File: src/rtl/instr_fetch_ctrl_pkg.sv
// instr_fetch_ctrl_pkg: shared fetch FSM encoding and instruction size.
package instr_fetch_ctrl_pkg;
    typedef enum logic [1:0] {
        IDLE = 2'd0,
        RUN  = 2'd1,
        HALT = 2'd2
    } fetch_state_e;
    localparam int INSTR_BYTES = 4;
endpackage

File: src/rtl/instr_fetch_ctrl_fetch_fifo.sv
// fetch_fifo: two-entry FIFO with flush; push accepted when full if a pop happens in the same cycle.
module fetch_fifo #(
    parameter int WIDTH = 32
) (
    input  logic             clk,
    input  logic             reset,
    input  logic             flush,
    input  logic             push,
    input  logic             pop,
    input  logic [WIDTH-1:0] din,
    output logic [WIDTH-1:0] dout,
    output logic             full,
    output logic             empty
);
    logic [WIDTH-1:0] mem [2];
    logic             rd_ptr;
    logic             wr_ptr;
    logic [1:0]       count;
    logic             do_push;
    logic             do_pop;

    assign do_pop  = pop && !empty;
    assign do_push = push && (!full || do_pop);
    assign full    = count == 2'd2;
    assign empty   = count == 2'd0;
    assign dout    = mem[rd_ptr];

    always_ff @(posedge clk) begin
        if (reset) begin
            mem[0] <= '0;
            mem[1] <= '0;
            rd_ptr <= 1'b0;
            wr_ptr <= 1'b0;
            count  <= 2'd0;
        end else if (flush) begin
            rd_ptr <= 1'b0;
            wr_ptr <= 1'b0;
            count  <= 2'd0;
        end else begin
            if (do_push) begin
                mem[wr_ptr] <= din;
                wr_ptr      <= ~wr_ptr;
            end
            if (do_pop)
                rd_ptr <= ~rd_ptr;
            count <= count + 2'(do_push) - 2'(do_pop);
        end
    end
endmodule

File: src/rtl/instr_fetch_ctrl.sv
// instr_fetch_ctrl: sequential instruction fetcher with redirect, range halt and a two-entry output buffer.
module instr_fetch_ctrl
    import instr_fetch_ctrl_pkg::*;
#(
    parameter int                    bus_length = 64,
    parameter logic [bus_length-1:0] RESET_PC   = '0,
    parameter int                    MEM_BYTES  = 256
) (
    input  logic                  clk,
    input  logic                  reset,
    input  logic                  fetch_en,
    output logic [bus_length-1:0] mem_addr,
    input  logic [31:0]           mem_instr,
    input  logic                  redirect_valid,
    input  logic [bus_length-1:0] redirect_pc,
    output logic                  out_valid,
    input  logic                  out_ready,
    output logic [31:0]           out_instr,
    output logic [bus_length-1:0] out_pc,
    output logic                  halted,
    output logic [31:0]           instr_count
);
    fetch_state_e          state_q;
    fetch_state_e          state_d;
    logic [bus_length-1:0] fetch_pc;
    logic [bus_length:0]   fetch_end;
    logic                  in_range;
    logic                  push;
    logic                  pop;
    logic                  fifo_full;
    logic                  fifo_empty;

    // one extra bit so the end address cannot wrap near the top of the address space
    assign fetch_end = {1'b0, fetch_pc} + (bus_length+1)'(INSTR_BYTES);
    assign in_range  = fetch_end <= (bus_length+1)'(MEM_BYTES);
    assign mem_addr  = fetch_pc;
    assign out_valid = !fifo_empty;
    assign pop       = out_valid && out_ready;
    assign push      = (state_q == RUN) && !redirect_valid && in_range && (!fifo_full || pop);
    assign halted    = state_q == HALT;

    always_comb begin
        state_d = state_q;
        case (state_q)
            IDLE:    state_d = fetch_en ? RUN : IDLE;
            RUN:     state_d = !fetch_en ? IDLE : (!redirect_valid && !in_range) ? HALT : RUN;
            HALT:    state_d = redirect_valid ? RUN : HALT;
            default: state_d = IDLE;
        endcase
    end

    always_ff @(posedge clk) begin
        if (reset) begin
            state_q     <= IDLE;
            fetch_pc    <= RESET_PC;
            instr_count <= '0;
        end else begin
            state_q <= state_d;
            if (redirect_valid)
                fetch_pc <= {redirect_pc[bus_length-1:2], 2'b00};
            else if (push)
                fetch_pc <= fetch_pc + bus_length'(INSTR_BYTES);
            if (pop)
                instr_count <= instr_count + 32'd1;
        end
    end

    fetch_fifo #(
        .WIDTH(32 + bus_length)
    ) u_fifo (
        .clk  (clk),
        .reset(reset),
        .flush(redirect_valid),
        .push (push),
        .pop  (pop),
        .din  ({mem_instr, fetch_pc}),
        .dout ({out_instr, out_pc}),
        .full (fifo_full),
        .empty(fifo_empty)
    );
endmodule

File: config.mk
export PLATFORM = sky130hd
export DESIGN_NAME = instr_fetch_ctrl
export DESIGN_NICKNAME = d
export VERILOG_FILES = /design/src/rtl/instr_fetch_ctrl_pkg.sv /design/src/rtl/instr_fetch_ctrl_fetch_fifo.sv /design/src/rtl/instr_fetch_ctrl.sv
export SDC_FILE = /design/constraint.sdc
export NUM_CORES = 1
export LEC_CHECK = 0
export ABC_AREA = 1
export CAP_MARGIN = 10
export CORE_ASPECT_RATIO = 0.6
export CORE_MARGIN = 2
export CORE_UTILIZATION = 56
export CTS_CLUSTER_DIAMETER = 40
export DETAILED_ROUTE_END_ITERATION = 10
export GPL_ROUTABILITY_DRIVEN = 0
export PLACE_DENSITY = 0.86
export SYNTH_ARGS = -nofsm -noshare
export SYNTH_HDL_FRONTEND = slang
export SYNTH_SLANG_ARGS = --single-unit
export TNS_END_PERCENT = 5
File: constraint.sdc
create_clock -name clk -period 10.2 [get_ports clk]
set_input_delay 2.55 -clock clk [delete_from_list [all_inputs] [get_ports clk]]
set_output_delay 2.55 -clock clk [all_outputs]
set_load 0.01 [all_outputs]
* After elaboration in Yosys (flattened, before gate mapping) *
Memory sizes are Yosys's and may differ from the RTL's. A register that Yosys moved wholly into a read port is not among the register bits.
Cells that the tools add are included.

storage, ports and cells
  bits in registers = 102
  RAM bits = 192
  bits of input ports = 101
  output and inout port bits = 194
  logic and storage cells = 55
  memories = 1

cells by class
  add/sub/neg operators = 5
  order comparisons = 1
  equal/unequal tests = 3
  muxes and demuxes = 18
  bitwise gates (word level) = 2
  reduce and logical (&&, ||, !) cells = 18

memories
  name        words  bits a word  rd ports  clocked after Yosys merged registers in  write ports  line                               text
  u_fifo.mem  2      96           1         1                                        2            instr_fetch_ctrl_fetch_fifo.sv:15  logic [WIDTH-1:0] mem [2];

operators with widths
  kind                   count
  $mux 64                2
  $mux 96                1
  $reduce_or 96->1       1
  $add 64x3->65 const B  1
  $le 65x9->1 const B    1
  $add 64x3->64 const B  1
  $add 32x1->32 const B  1
  $mux 1                 11
  $logic_and 1x1->1      7
  $mux 2                 3
  $pmux 2 s3             1
  $eq 2x2->1 const B     2
  $logic_not 1->1        4
  $logic_not 2->1        2
  $add 2x1->2            1
  $eq 2x1->1 const B     1
  $logic_or 1x1->1       2
  $not 1->1              2
  $reduce_bool 2->1      1
  $reduce_or 2->1        1
  $sub 2x1->2            1

* Longest topological paths before layout *
  depth after elaboration = 12
  gate-level depth with buffers = 20
  depth with buffers taken out = 20

* Hierarchy *
From an unflattened synthesis, not the netlist that was laid out.

second synthesis, totals
  cell total of the unflattened synthesis = 1,726
  area, all modules = 14,771.7 µm²

modules (own cells, without submodules)
  module            times used  cells each  area each (µm²)
  fetch_fifo        1           653         8,415.6
  instr_fetch_ctrl  1           1,073       6,356.1

* Least setup slack after synthesis *
Ideal clock, no wire load.

  path type = input to register
  from = input port redirect_valid
  to = memory u_fifo.mem[0][10] (netlist name), enable pin
  setup time = 0.456 ns
  arrival time = 5.493 ns
  required time = 9.744 ns
  path slack = 4.251 ns
  stages on the path = 9
  buffers on the path = 2
  path through = clkbuf_1 -> inv_1 -> nand3_1 -> a31oi_1 -> nand3_2 -> inv_2 -> nand2_4 -> buf_6 -> nand2_1

RTL lines
  item             line                               text
  start, declared  instr_fetch_ctrl.sv:14             input logic redirect_valid,
  end, declared    instr_fetch_ctrl_fetch_fifo.sv:15

==> run_results.csv <==
group,metric,value,unit
outcome,outcome,"finished, final reports clean",
clock_tree,post-cts-setup-buffers,0,
global_routing,grt_pass1_vias,11440,
sta,fin_worst_skew,19.88,ps
setup_path,required,10390,ps
clock_tree,clockRootBuffer,"clkbuf_16",
final_layout,drive_gt1_share,14.40,%
synth,ys_seq_area_share,53.70,%
power_and_ir_drop,power_frac_clock,41.0,%
setup_path,worstSetupPathType,"input pin to flop",
clock_tree,cts_max_level,1,
synth,synth.distinct_cells,42,
placement,portBuffers,288,
die,die_height,127.7,µm
synth,synthCells,1502,
min_path,min_from,"u_fifo.rd_ptr",
clock_tree,numCtsBuffers,31,
setup_path,critPathLaunchType,"input pin",
final_layout,instances_no_fill,2233,
power_and_ir_drop,intPower,2.081,mW
detailed_routing,drt-total-wl,40400,µm
placement,dp_hpwl,28160,µm
sta,setup_violations,0,
final_layout,fin_area,0.01875,mm²
die,die_w,210.1,µm
final_layout,syn2layout_area_growth,31.29,%
clock_tree,cts_buffer_depth,3,
global_routing,gr-usage-all-layers,29.73,%
final_layout,final_core_util,74.49,%
sta,slew_viol_final,0,
clock_tree,cts_resized,0,
setup_path,rr_worst_depth,17,
setup_path,worstPathMaxFanout,69,
die,core-area,0.02517,mm²
synth,synth_area_per_cell,9.506,µm²
global_routing,grt-ovfl-total,0,
die,start_util,56.73,%
synth,async_flop_share,0,%
sta,worst_pin_slew,1051,ps
clock_tree,clock_latency,570,ps
clock_tree,cts_tree,"done",
detailed_routing,dr.pass1.iters,9,
die,core.rowCount,45,
power_and_ir_drop,power_frac_seq,49.2,%
sta,min_period,5526,ps
sta,fin_tns_setup,0,ps
setup_path,regToRegStartpoint,"mem_addr[2]",
global_routing,antenna_found_initial,1,
placement,place_area,0.01770,mm²
power_and_ir_drop,p_leak,6.910,nW
flow_run,cap_violations,0,
synth,netlist_area,0.01428,mm²
die,pin_count,295,
setup_path,end_kind,"flop",
power_and_ir_drop,p_sw,660.2,µW
power_and_ir_drop,peakVddDrop,0.0001073,V
detailed_routing,wire_per_inst,18.09,µm
detailed_routing,avgViaCountPerCell,5.468,
power_and_ir_drop,combPwrFrac,9.8,%
clock_tree,clock_sinks,289,
min_path,hp-class,"flop to flop",
min_path,hold_depth,1,
clock_tree,clkTransAtPathRegs,60,ps
setup_path,crit_start,"redirect_valid",
setup_path,r2r_slack,5200,ps
global_routing,grt_pass1_wl,62050,µm
detailed_routing,ant_nets,0,
power_and_ir_drop,power_density,146.2,mW/mm²
setup_path,r2r_end,"u_fifo.mem[1][41]",
detailed_routing,vias,12210,
synth,ys_ff_latch,289,
placement,placed_cells,2174,
sta,max_freq,0.1810,GHz
setup_path,critPathArrivalTime,5710,ps
final_layout,nets,1984,
clock_tree,cts_hold_buf,0,
global_routing,grt_max_degree,88,
power_and_ir_drop,swShare,24.09,%
sta,finalHoldViolations,0,
detailed_routing,drc,0,
synth,ys_warn_count,0,
synth,synthFlopType,"edfxtp_1",
die,dieArea,0.02683,mm²
sta,max-slew-margin-rel,29.91,%
sta,fin_crit_sh,54.18,%
detailed_routing,dr.first_iter.drc_count,1410,
final_layout,nFillCells,1779,
synth,synth_edf_count,188,
sta,rsz0062_at_grt,"no",
==> final cells by class <==
type / instances / area, µm² / area share, %
well taps: 329 / 411.6 / 2.196
flip-flops and latches: 289 / 7671 / 40.92
inverters: 137 / 514.2 / 2.743
diodes: 1 / 2.502 / 0.01335
multi-input cells: 1125 / 6183 / 32.98
clock inverters: 24 / 236.5 / 1.261
clock buffers: 33 / 783.3 / 4.178
repair buffers: 295 / 2944 / 15.70
==> cells in the mapped netlist (all sizes together), types with 2 or more instances <==
| library cell | number | area (µm²) |
|---|---|---|
| a21oi | 91 | 459.2 |
| a221oi | 2 | 17.52 |
| a31oi | 3 | 18.77 |
| buf | 30 | 225.2 |
| clkbuf | 34 | 127.6 |
| dfxtp | 101 | 2022 |
| edfxtp | 188 | 5645 |
| ha | 4 | 50.05 |
| inv | 136 | 510.5 |
| mux2 | 94 | 1059 |
| nand2 | 339 | 1323 |
| nand3 | 121 | 620.6 |
| nand3b | 5 | 37.54 |
| nand4 | 22 | 137.6 |
| nor2 | 173 | 737.0 |
| nor3 | 93 | 855.8 |
| nor4 | 4 | 25.02 |
| o21a | 2 | 15.01 |
| o21ai | 30 | 150.1 |
| xnor2 | 9 | 78.83 |
| xor2 | 12 | 105.1 |
==> metrics by stage <==
stage | hold slack (ps) | power (mW) | worst slack (ps)
2_1_floorplan | 425.5 | 1.484 | 4251
3_3_place_gp | 428.3 | 1.625 | 3433
3_5_place_dp | 454.2 | 1.634 | 3338
4_1_cts | 466.1 | 2.748 | 3925
5_1_grt | 489.4 | 2.827 | 4399
6_report | 467.3 | 2.741 | 4674
==> worst max-delay path, cell delays in order <==
cell and delay [ps]:
buf_2 100, buf_4 340, inv_2 350, nand3_1 110, a31oi_1 200, nand3_2 110, inv_2 130, nand2_4 400
nand2_4 600, buf_4 750
==> routing by layer <==
| metal | GRT usage, % | share of wire (%) |
|---|---|---|
| met5 | 0 | 0 |
| met4 | 8.385 | 2.7 |
| met3 | 9.995 | 12 |
| met2 | 43.92 | 42 |
| met1 | 41.96 | 43 |
==> power by group through the flow <==
stage | clock, mW | sequential [mW] | combinational, mW
after global routing | 1.19 | 1.35 | 0.289
after CTS | 1.14 | 1.35 | 0.266
after floorplan | 0 | 1.36 | 0.120
after detailed placement | 0 | 1.37 | 0.263
after global placement | 0 | 1.36 | 0.260
final | 1.12 | 1.35 | 0.269
==> kinds of logic after synthesis <==
family / after synthesis / synth area share, %
and+or+nand+nor: 760 / 26.31
muxes: 94 / 7.413
buffers and inverters: 201 / 6.073
xor gates and xnor gates: 21 / 1.288
other: 1 / 0.02626
DFF: 289 / 53.70
AOI/OAI and AO/OA: 132 / 4.846
adders and majority gates: 4 / 0.3505
==> placed cells by master (no fill, tap or decap), types with 27 or more instances in the layout <==
cell type / count
inv_1: 129
clkdlybuf4s50_1: 286
nand3_1: 118
nor2_1: 157
clkbuf_16: 31
conb_1: 114
dfxtp_1: 100
a21oi_1: 90
edfxtp_1: 188
mux2_2: 94
nand2_1: 325
o21ai_0: 27
nor3_2: 78
==> registers in the layout (all words and copies together), names as in the netlist, named ones only <==
signal / count
u_fifo.mem: 188
u_fifo.count: 2
u_fifo.rd_ptr: 1
state_q: 2
u_fifo.wr_ptr: 1
mem_addr: 62
instr_count: 32
==> worst max path at each step <==
stage | to | slack (ps)
after floorplan | u_fifo.mem[0][10] | 4250
after global placement | u_fifo.mem[1][55] | 3430
after detailed placement | u_fifo.mem[1][41] | 3340
after CTS | u_fifo.mem[0][36] | 3920
after global routing | u_fifo.mem[1][94] | 4400
final | u_fifo.mem[1][41] | 4670
Note: power is estimated with default switching activity, not from simulation.
